**src/rtl/fifo_pkg.sv**
```systemverilog
// Shared constants and helpers for the single-clock FIFO.
// Pointer width, read-mode selectors and default sizes.
package fifo_pkg;

  localparam int FIFO_STD  = 0;
  localparam int FIFO_FWFT = 1;

  localparam int DEF_DSIZE = 8;
  localparam int DEF_ASIZE = 4;

  // One extra wrap bit above the address.
  function automatic int ptr_w(input int asize);
    return asize + 1;
  endfunction

endpackage

```
**src/rtl/sync_fifo_mem.sv**
```systemverilog
// Single-clock simple dual-port RAM.
// The read port is registered (standard) or combinational (FWFT).
module sync_fifo_mem
  import fifo_pkg::*;
#(
  parameter int DSIZE = DEF_DSIZE,
  parameter int ASIZE = DEF_ASIZE,
  parameter int FWFT  = FIFO_STD
) (
  input  logic             clk,
  input  logic             rst,
  input  logic             i_we,
  input  logic [ASIZE-1:0] i_waddr,
  input  logic [DSIZE-1:0] i_wdata,
  input  logic             i_re,
  input  logic [ASIZE-1:0] i_raddr,
  output logic [DSIZE-1:0] o_rdata
);

  logic [DSIZE-1:0] r_mem [2**ASIZE];
  logic [DSIZE-1:0] r_rdata;

  // Storage is never reset; only the write port touches it.
  always_ff @(posedge clk) begin
    if (i_we) r_mem[i_waddr] <= i_wdata;
  end

  // Registered read word, held between accepted reads.
  always_ff @(posedge clk) begin
    if (rst)       r_rdata <= '0;
    else if (i_re) r_rdata <= r_mem[i_raddr];
  end

  assign o_rdata = (FWFT == FIFO_FWFT) ? r_mem[i_raddr] : r_rdata;

endmodule

```
**src/rtl/sync_fifo_flags.sv**
```systemverilog
// Single-clock FIFO with fill count, almost flags,
// selectable FWFT read and sticky overflow/underflow.
module sync_fifo_flags
  import fifo_pkg::*;
#(
  parameter int DSIZE     = DEF_DSIZE,
  parameter int ASIZE     = DEF_ASIZE,
  parameter int AFULL_TH  = 12,
  parameter int AEMPTY_TH = 2,
  parameter int FWFT      = FIFO_STD
) (
  input  logic             clk,
  input  logic             rst,
  input  logic [DSIZE-1:0] wdata,
  input  logic             winc,
  output logic             wfull,
  output logic             walmost_full,
  input  logic             rinc,
  output logic [DSIZE-1:0] rdata,
  output logic             rempty,
  output logic             ralmost_empty,
  output logic [ASIZE:0]   count,
  input  logic             err_clr,
  output logic             overflow,
  output logic             underflow
);

  localparam int PW = ptr_w(ASIZE);
  localparam logic [PW-1:0] DEPTH = PW'(2**ASIZE);
  localparam logic [PW-1:0] AF_TH = PW'(AFULL_TH);
  localparam logic [PW-1:0] AE_TH = PW'(AEMPTY_TH);

  logic [PW-1:0] r_wptr;
  logic [PW-1:0] r_rptr;
  logic [PW-1:0] r_count;
  logic          r_ovf;
  logic          r_unf;
  logic          w_wr_ok;
  logic          w_rd_ok;

  // Acceptance uses the pre-edge flags only; no bypass paths.
  assign w_wr_ok = winc & ~wfull;
  assign w_rd_ok = rinc & ~rempty;

  // Binary pointers advance on accepted accesses and wrap freely.
  always_ff @(posedge clk) begin
    if (rst) begin
      r_wptr <= '0;
      r_rptr <= '0;
    end else begin
      if (w_wr_ok) r_wptr <= r_wptr + 1'b1;
      if (w_rd_ok) r_rptr <= r_rptr + 1'b1;
    end
  end

  // Fill level: +1 on write, -1 on read, unchanged on both.
  always_ff @(posedge clk) begin
    if (rst) begin
      r_count <= '0;
    end else if (w_wr_ok && !w_rd_ok) begin
      r_count <= r_count + 1'b1;
    end else if (!w_wr_ok && w_rd_ok) begin
      r_count <= r_count - 1'b1;
    end
  end

  // Sticky errors; a new error beats a same-cycle clear.
  always_ff @(posedge clk) begin
    if (rst) begin
      r_ovf <= 1'b0;
      r_unf <= 1'b0;
    end else begin
      if (winc && wfull) r_ovf <= 1'b1;
      else if (err_clr)  r_ovf <= 1'b0;
      if (rinc && rempty) r_unf <= 1'b1;
      else if (err_clr)   r_unf <= 1'b0;
    end
  end

  assign count         = r_count;
  assign wfull         = (r_count == DEPTH);
  assign rempty        = (r_count == '0);
  assign walmost_full  = (r_count >= AF_TH);
  assign ralmost_empty = (r_count <= AE_TH);
  assign overflow      = r_ovf;
  assign underflow     = r_unf;

  sync_fifo_mem #(
    .DSIZE (DSIZE),
    .ASIZE (ASIZE),
    .FWFT  (FWFT)
  ) u_mem (
    .clk     (clk),
    .rst     (rst),
    .i_we    (w_wr_ok),
    .i_waddr (r_wptr[ASIZE-1:0]),
    .i_wdata (wdata),
    .i_re    (w_rd_ok),
    .i_raddr (r_rptr[ASIZE-1:0]),
    .o_rdata (rdata)
  );

endmodule
```
**config.mk**
```make
export PLATFORM = sky130hd
export DESIGN_NAME = sync_fifo_flags
export DESIGN_NICKNAME = d
export VERILOG_FILES = /design/src/rtl/fifo_pkg.sv /design/src/rtl/sync_fifo_mem.sv /design/src/rtl/sync_fifo_flags.sv
export SDC_FILE = /design/constraint.sdc
export NUM_CORES = 1
export LEC_CHECK = 0
export CORE_ASPECT_RATIO = 0.8
export CORE_UTILIZATION = 30
export CTS_CLUSTER_DIAMETER = 30
export DETAILED_ROUTE_END_ITERATION = 16
export PLACE_DENSITY = 0.46
export SYNTH_ARGS = -nofsm -noshare
export SYNTH_HDL_FRONTEND = slang
export SYNTH_SLANG_ARGS = --single-unit
```
**constraint.sdc**
```tcl
create_clock -name clk -period 2.8 [get_ports clk]
set_clock_uncertainty 0.2 [all_clocks]
set_input_delay 0.42 -clock clk [delete_from_list [all_inputs] [get_ports clk]]
set_output_delay 0.42 -clock clk [all_outputs]
set_load 0.005 [all_outputs]
```
==> results of run 1 <==
layout make-up:
cell class,instances,area [sq um]
inverters,9,35.0
multi-input cells,194,1640
well taps,264,330
clock buffers,19,443
fillers,1878,12300
flip-flops and latches,151,4310
repair buffers,70,616
clock inverters,13,144
worst register-to-register path, delay by kind of cell (launching register included):
family                   cells  cell delay [ns]
multiplexers                 2             0.55
adder cells (fa/ha/maj)      2             0.49
AO/OA/AOI/OAI                3             0.43
flip-flops                   1             0.32
buffers and inverters        2             0.25
AND/OR/NAND/NOR              1             0.24
layer usage:
metal,wire [um],vias to the layer above
li1,-,1572
met1,6730,1711
met2,6470,68
met3,618,9
met4,126,0
met5,0,-
final timing paths:
check / slack, ns / start / cells after the start / to
min reg2reg: 0.30 / u_mem.o_rdata[7] / 2 / u_mem.o_rdata[7]
max reg2reg: 0.21 / count[3] / 10 / count[4]
min: 0.30 / u_mem.o_rdata[7] / 2 / u_mem.o_rdata[7]
max: 0.21 / count[3] / 10 / count[4]
cells by family after synthesis:
| logic type | count (synthesis) | synth area share, % |
|---|---|---|
| flip-flops | 151 | 70.6 |
| AND/OR/NAND/NOR | 78 | 5.85 |
| multiplexers | 52 | 11.8 |
| AO/OA/AOI/OAI | 44 | 5.52 |
| buffers and inverters | 28 | 2.46 |
| adder cells (fa/ha/maj) | 11 | 2.38 |
| XOR/XNOR | 9 | 1.29 |
flip-flops by register name, summed over array words and instances (netlist names):
signal and flops:
count 5, overflow 1, r_rptr 4, r_wptr 4, u_mem.o_rdata 8, u_mem.r_mem 128
underflow 1
timing repair:
| item | in CTS | in global routing |
|---|---|---|
| gates resized for setup | 0 | 1 |
| hold buffers | 0 | 0 |
| setup endpoints to repair | 0 | 1 |
power groups by stage:
stage / combinational, mW / clock [mW] / sequential [mW]
floorplan: 1.02 / 0 / 2.75
global placement: 1.75 / 0 / 2.74
detailed placement: 1.77 / 0 / 2.75
CTS: 1.77 / 2.31 / 2.70
global route: 1.92 / 2.40 / 2.72
finish: 1.73 / 2.26 / 2.70
layout by cell type, fill, tap and decap left out, types with 2 or more instances in the layout:
cell type        Yosys  final
dfxtp_2              0      2
buf_4                1     38
xor2_1               7      7
dfxtp_1             23     21
edfxtp_1           128    128
bufinv_16            0      2
clkdlybuf4s50_1      0     31
inv_6                0      4
a21o_1               2      2
nand3_1              2      2
o22ai_1             16     16
clkinvlp_4           0      4
nor2_1              42     42
nand2_1              8      8
nor3_1              12     12
a211oi_1             3      3
mux4_2              16     16
a21oi_1              7      7
inv_1                8      8
clkinv_2             1      3
nand4_1              2      2
xnor2_1              2      2
clkbuf_16            0     17
nor2b_1              4      4
a22oi_1              8      8
mux2i_1             35     35
nand2b_1             2      2
ha_1                10     10
a211oi_2             5      5
per-stage QoR:
stage,util (%),cells
final,37.8,720
after global routing,37.8,720
after CTS,37.8,720
after detailed placement,34.9,688
after global placement,34.9,688
after floorplan,-,373
==> qor.yml, run 1 <==
syn_area_sq_um: 6090
die_w_um: 161
max_freq_mhz: 387
path_buf_inv: 2
slowest_delay_ns: 0.33
ys_top_cells_by_area: "edfxtp_1 (63%), dfxtp_1 (7.6%), mux4_2 (5.9%)"
grt_use_met2_pct: 22.4
synthTopCellsByCount: "edfxtp_1 (128), nor2_1 (42), mux2i_1 (35), dfxtp_1 (23)"
numPortBuffers: 31
path_clk_slew_ns: 0.06
clock_latency_ns: 0.42
clkPwrFrac_pct: 33.8
ir_drop_uv: 353
rsz0062_at_grt: "no"
antenna_found_initial: 0
first_pass_iters: 5
dp_worst_setup_slack_ns: -0.163
synth_top_area_share_pct: 63.1
use_met1_pct: 19.6
drt_iter0_drc: 257
path_max_fanout: 3
start_util_pct: 30.7
die_h_um: 129
yosys_warnings: 0
fin_crit_sh_pct: 92.3
synth_cell_type_count: 38
design.die.area_sq_um: 20900
slowest_stage: "mux2_1"
cp_common_cell: "ha_1"
io_pins: 32
intPower_mw: 4.81
seq_power_share_pct: 40.3
tns_ns: 0
status: "completed"
p_total_mw: 6.69
syn_area_per_cell_sq_um: 16.3
synth_seq_area_share_pct: 70.6
fin_area_sq_um: 7510
worstSetupEndpointType: "register"
ant_nets: 0
hold_viol_final: 0
tightest_slew_ns: 0.743
grt.overflow.total: 0
setup_viol: 0
synth_flop_cell: "edfxtp_1"
synth_top_area_cell: "edfxtp_1"
cp_cell_sequence: "nor3_2, buf_4, a31oi_4, ha_1, inv_1, ha_1, a21o_1, a21oi_1, mux2i_1, mux2_1"
p_per_area_nw_per_um2: 891
viasPerCell: 4.67
fp-row-count: 46
cts_max_path_buffers: 2
postSynthCellCount: 373
dpl_cell_area_sq_um: 6930
p_switching_mw: 1.88
hpwl_mm: 8.97
wire_per_inst_um: 19.4
grt_pass1_vias: 3403
root_buffer: "clkbuf_16"
slew_violations: 0
grt_first_pass_wirelength_mm: 21.2
combPwrFrac_pct: 25.9
synth_nets: 397
drive_above_1_share_pct: 21.5
postCtsSetupRepairBufs: 0
layout_setup_ws_ns: 0.215
whs_ns: 0.304
ys_ff_latch: 151
htree_levels: 4
startpoint_type: "register"
drv_cap: 0
slew_headroom_pct: 50.5
cts_made_buffers: 17
clock-sinks: 151
via_count: 3360
power.leakage_nw: 2.45
drcViolationCount: 0
arrival_ns: 2.68
grt_usage_pct: 14.3
antenna_cells: 0
cp_top_family: "multiplexers"
coreArea_sq_um: 19900
hp-class: "reg -> reg"
grt_use_met3_pct: 3.36
globalplace.congestion: 0.773
power.share.switching_pct: 28.1
cts_tree: "built"
synth_edf_count: 128
critical_path_class: "reg -> reg"
finalWirelength_mm: 13.9
critPathRequiredTime_ns: 2.90
fin_crit_ns: 2.59
synth.most_common_cell: "edfxtp_1"
grt.busiest_layer: "met2"
syn_to_final_growth_pct: 23.3
nets: 467
grt_max_degree: 24
async_reset_ff_share_pct: 0
No activity file was read; power rests on OpenSTA's default activity.
==> inputs of run 2 (changes only) <==
Settings changed: CORE_UTILIZATION 30 to 59, MAX_ROUTING_LAYER set to met4, PLACE_DENSITY 0.46 to 0.79.
==> run 2 against run 1 <==
Sequential power about the same. Critical path type unchanged. Register-to-register slack worse by 0.12 ns. Final cell count is 19% lower. Design area fell by 2.6%. Die area decreased by 49%.
==> qor.yml, run 2 (same netlist as run 1, synthesis figures left out) <==
dpl_cell_area_sq_um: 6730  # -2.8%
worstSetupEndpointType: "register"
coreArea_sq_um: 9850  # -50%
power.leakage_nw: 2.43  # -0.94%
startpoint_type: "register"
fin_area_sq_um: 7320  # -2.6%
hold_viol_final: 0  # unchanged
cts_made_buffers: 17  # unchanged
io_pins: 32  # unchanged
setup_viol: 0  # unchanged
hpwl_mm: 7.84  # -13%
critPathRequiredTime_ns: 2.90  # about the same
whs_ns: 0.303  # -0.000157 ns
die_h_um: 92.9  # -28%
antenna_cells: 0  # unchanged
via_count: 3448  # +2.6%
wire_per_inst_um: 21.2  # +9.2%
path_clk_slew_ns: 0.06  # about the same
fp-row-count: 32  # -30%
die_w_um: 116  # -28%
cts_max_path_buffers: 2  # unchanged
ant_nets: 0  # unchanged
max_freq_mhz: 370  # -4.3%
numPortBuffers: 31  # unchanged
nets: 461  # -1.3%
ir_drop_uv: 755  # +110%
slew_violations: 0  # unchanged
viasPerCell: 5.88  # +26%
grt_usage_pct: 27.0  # +13 points
start_util_pct: 61.9  # +31 points
clock-sinks: 151  # unchanged
arrival_ns: 2.81  # +0.13 ns
drive_above_1_share_pct: 20.4  # -1.0 points
globalplace.congestion: 0.775  # +0.30%
p_per_area_nw_per_um2: 906  # +1.7%
critical_path_class: "reg -> reg"
final_cell_mix: "edfxtp_1 (128), nor2_1 (42), mux2i_1 (35)"
tightest_slew_ns: 0.710  # -0.0326 ns
clock_latency_ns: 0.42  # about the same
fin_cells: 586  # -19%
grt.overflow.total: 0  # unchanged
status: "completed"
dp.cells: 554  # -19%
drt_iter0_drc: 351  # +37%
largest_reg_flops: 128  # unchanged
htree_levels: 4  # unchanged
final_util_pct: 74.3  # +36 points
grt_max_degree: 24  # unchanged
antenna_found_initial: 0  # unchanged
rsz0062_at_grt: "no"
postCtsSetupRepairBufs: 0  # unchanged
layout_setup_ws_ns: 0.0990  # -0.116 ns
cts_tree: "built"
fin_crit_ns: 2.70  # +0.116 ns
grt_pass1_vias: 3611  # +6.1%
syn_to_final_growth_pct: 20.1
path_max_fanout: 3  # unchanged
grt_first_pass_wirelength_mm: 19.5  # -7.9%
design.die.area_sq_um: 10700  # -49%
root_buffer: "clkbuf_16"
slew_headroom_pct: 52.6  # +2.1 points
regMostFlops: "u_mem.r_mem"
finalWirelength_mm: 12.4  # -11%
first_pass_iters: 5  # unchanged
drcViolationCount: 0  # unchanged
dp_worst_setup_slack_ns: -0.193  # -0.0300 ns
fin_crit_sh_pct: 96.5  # +4.1 points
cts_hold_buf: 0  # unchanged
layout_commonest_cell: "edfxtp_1"
hp-class: "reg -> reg"
cts_resized: 0  # unchanged
drv_cap: 0  # unchanged
[run 2: final timing paths]
| kind | startpoint | cells past startpoint | end | slack, ns |
|---|---|---|---|---|
| min reg2reg | u_mem.o_rdata[7] | 2 | u_mem.o_rdata[7] | 0.30 |
| min | u_mem.o_rdata[7] | 2 | u_mem.o_rdata[7] | 0.30 |
| max | count[3] | 11 | count[4] | 0.1 |
| max reg2reg | count[3] | 11 | count[4] | 0.1 |
[run 2: per-layer routing]
metal	GRT usage [%]	vias up	wire length [um]
met5	-	-	0
met4	10.3	0	250
met3	8.18	25	898
met2	41.2	129	6030
met1	34.5	1725	5220
li1	-	1569	-
[run 2: stage by stage]
step | total power, mW | TNS, ns
after floorplan | 3.77 | 0
after CTS | 6.64 | 0
final | 6.63 | 0
after global placement | 4.37 | -0.100
after detailed placement | 4.44 | -0.193
after global routing | 6.92 | 0
[run 2: where the power goes]
| group | leakage [nW] | switching, mW | internal [mW] | total [mW] |
|---|---|---|---|---|
| Combinational | 0.802 | 0.877 | 0.867 | 1.74 |
| Clock | 0.283 | 0.877 | 1.31 | 2.19 |
| Sequential | 1.35 | 0.102 | 2.60 | 2.70 |
[run 2: final cells by class]
type                       instances  area [sq um]
sequential                       151          4310
fill                             604          2530
multi-input combinational        194          1650
timing repair buffer              64           583
clock buffer                      17           425
tap                              136           170
clock inverter                    15           151
inverter                           9          35.0
[run 2: critical path: stages (launching register included)]
cell and delay (ns):
dfxtp_1 0.37, nor3_4 0.07, buf_4 0.15, a31oi_4 0.18, ha_2 0.24, inv_1 0.08
buf_4 0.15, ha_1 0.20, a21o_1 0.18, a21oi_1 0.21, mux2i_1 0.22, mux2_1 0.33
==> inputs of run 3 (changes only) <==
Settings changed: CORE_UTILIZATION 59 to 30, PLACE_DENSITY 0.79 to 0.46.
==> run 3 against run 2 <==
Final cell count increased by 23%. Worst setup slack improved by 0.11 ns. Critical path type unchanged. Sequential share of layout area decreased by 1.5 points. Die area increased by 94%. Sequential cell count unchanged. Largest power group unchanged. Highest routed layer unchanged. Global-route usage decreased by 12 points. Clock power increased by 3%. Wire length increased by 12%.
==> qor.yml, run 3 (same netlist as run 1, synthesis figures left out) <==
clkPwrFrac_pct: 33.8  # +0.8 points
antenna_found_initial: 0  # unchanged
syn_to_final_growth_pct: 23.3
root_buffer: "clkbuf_16"
clock_latency_ns: 0.43  # about the same
cts_made_buffers: 17  # unchanged
grt_first_pass_wirelength_mm: 21.2  # +8.5%
layout_setup_ws_ns: 0.214  # +0.115 ns
wire_per_inst_um: 19.3  # -8.6%
globalplace.congestion: 0.784  # +1.0%
die_h_um: 129  # +39%
grt_usage_pct: 14.8  # -12 points
design.die.area_sq_um: 20900  # +94%
postCtsSetupRepairBufs: 0  # unchanged
dp.cells: 688  # +24%
tightest_slew_ns: 0.746  # +0.0360 ns
htree_levels: 4  # unchanged
path_clk_slew_ns: 0.06  # about the same
worstSetupEndpointType: "register"
grt.overflow.total: 0  # unchanged
numPortBuffers: 31  # unchanged
power.share.switching_pct: 28.1  # +0.15 points
first_pass_iters: 5  # unchanged
ir_drop_uv: 355  # -53%
critPathRequiredTime_ns: 2.90  # about the same
power.leakage_nw: 2.45  # +0.94%
rsz0062_at_grt: "no"
ant_nets: 0  # unchanged
dp_worst_setup_slack_ns: -0.163  # +0.0300 ns
cts_max_path_buffers: 2  # unchanged
clock-sinks: 151  # unchanged
max_freq_mhz: 387  # +4.4%
fin_crit_ns: 2.59  # -0.115 ns
grt_max_degree: 24  # unchanged
startpoint_type: "register"
drive_above_1_share_pct: 21.5  # +1.0 points
fin_crit_sh_pct: 92.4  # -4.1 points
hp-class: "reg -> reg"
cp-startpoint: "count[3]"
nets: 467  # +1.3%
drt_iter0_drc: 279  # -21%
whs_ns: 0.308  # +0.00453 ns
slew_headroom_pct: 50.3  # -2.3 points
hold_viol_final: 0  # unchanged
seq_power_share_pct: 40.4  # -0.3 points
start_util_pct: 30.7  # -31 points
largest_reg_flops: 128  # unchanged
cts_resized: 0  # unchanged
io_pins: 32  # unchanged
status: "completed"
drv_cap: 0  # unchanged
viasPerCell: 4.72  # -20%
critical_path_class: "reg -> reg"
cts_hold_buf: 0  # unchanged
worst_r2r_startpoint: "count[3]"
slew_violations: 0  # unchanged
p_switching_mw: 1.88  # +1.4%
coreArea_sq_um: 19900  # +100%
cts_tree: "built"
drcViolationCount: 0  # unchanged
grt_pass1_vias: 3394  # -6.0%
intPower_mw: 4.81  # +0.65%
die_w_um: 161  # +40%
regMostFlops: "u_mem.r_mem"
fp-row-count: 46  # +44%
dpl_cell_area_sq_um: 6930  # +2.9%
p_per_area_nw_per_um2: 890  # -1.7%
setup_viol: 0  # unchanged
layout_commonest_cell: "edfxtp_1"
hpwl_mm: 8.97  # +14%
arrival_ns: 2.69  # -0.12 ns
path_max_fanout: 3  # unchanged
fillers: 1878  # +210%
finalWirelength_mm: 13.9  # +12%
fin_cells: 720  # +23%
final_cell_mix: "edfxtp_1 (128), nor2_1 (42), buf_4 (38)"
hold_start: "u_mem.o_rdata[7]"
via_count: 3398  # -1.5%
fin_area_sq_um: 7510  # +2.6%
combPwrFrac_pct: 25.9  # -0.4 points
antenna_cells: 0  # unchanged
==> run 3: cell count changes in the layout (fill, tap and decap cells not counted), moves of 2 or more <==
| cell | previous run | this run |
|---|---|---|
| clkinv_4 | 4 | 1 |
| clkinv_1 | 2 | 0 |
| clkinvlp_4 | 1 | 4 |
| buf_4 | 31 | 38 |
==> run 3: area by class of cell <==
cell class	count	area (sq um)	share of cell area (%)
Tap cell	264	330	4.40
Timing Repair Buffer	70	616	8.19
Inverter	9	35.0	0.466
Clock inverter	13	144	1.92
Multi-Input combinational cell	194	1640	21.8
Clock buffer	19	443	5.90
Sequential cell	151	4310	57.3
==> run 3: through the flow <==
stage / setup TNS (ns) / utilization, % / power (mW)
finish: 0 / 37.8 / 6.69
global route: 0 / 37.8 / 7.04
CTS: 0 / 37.8 / 6.78
detailed placement: -0.163 / 34.9 / 4.51
global placement: -0.138 / 34.9 / 4.49
floorplan: 0 / - / 3.77
==> run 3: final timing paths <==
kind | endpoint | slack (ns) | cells past startpoint
setup / recovery | count[4] | 0.21 | 10
hold / removal | u_mem.o_rdata[7] | 0.31 | 2
setup reg to reg | count[4] | 0.21 | 10
hold reg to reg | u_mem.o_rdata[7] | 0.31 | 2
==> run 3: power by group through the flow <==
stage / combinational [mW] / clock [mW] / sequential, mW
after floorplan: 1.02 / 0 / 2.75
final: 1.73 / 2.26 / 2.70
after global placement: 1.75 / 0 / 2.74
after detailed placement: 1.77 / 0 / 2.75
after global routing: 1.92 / 2.40 / 2.72
after CTS: 1.77 / 2.31 / 2.70
==> run 3: routing by layer <==
| metal | global-route usage [%] | vias to the layer above | share of wire, % |
|---|---|---|---|
| met1 | 19.4 | 1734 | 48 |
| met4 | 5.16 | 0 | 1.2 |
| met2 | 22.5 | 77 | 46 |
| li1 | - | 1575 | - |
| met5 | - | - | 0 |
| met3 | 3.46 | 12 | 4.9 |
==> run 3: critical path, cell delays in order (launching register included) <==
cell and delay, ns:
dfxtp_1 0.32, nor3_2 0.24, buf_4 0.17, a31oi_4 0.09
ha_1 0.23, inv_1 0.08, ha_1 0.25, a21o_1 0.16
a21oi_1 0.17, mux2i_1 0.22, mux2_1 0.33
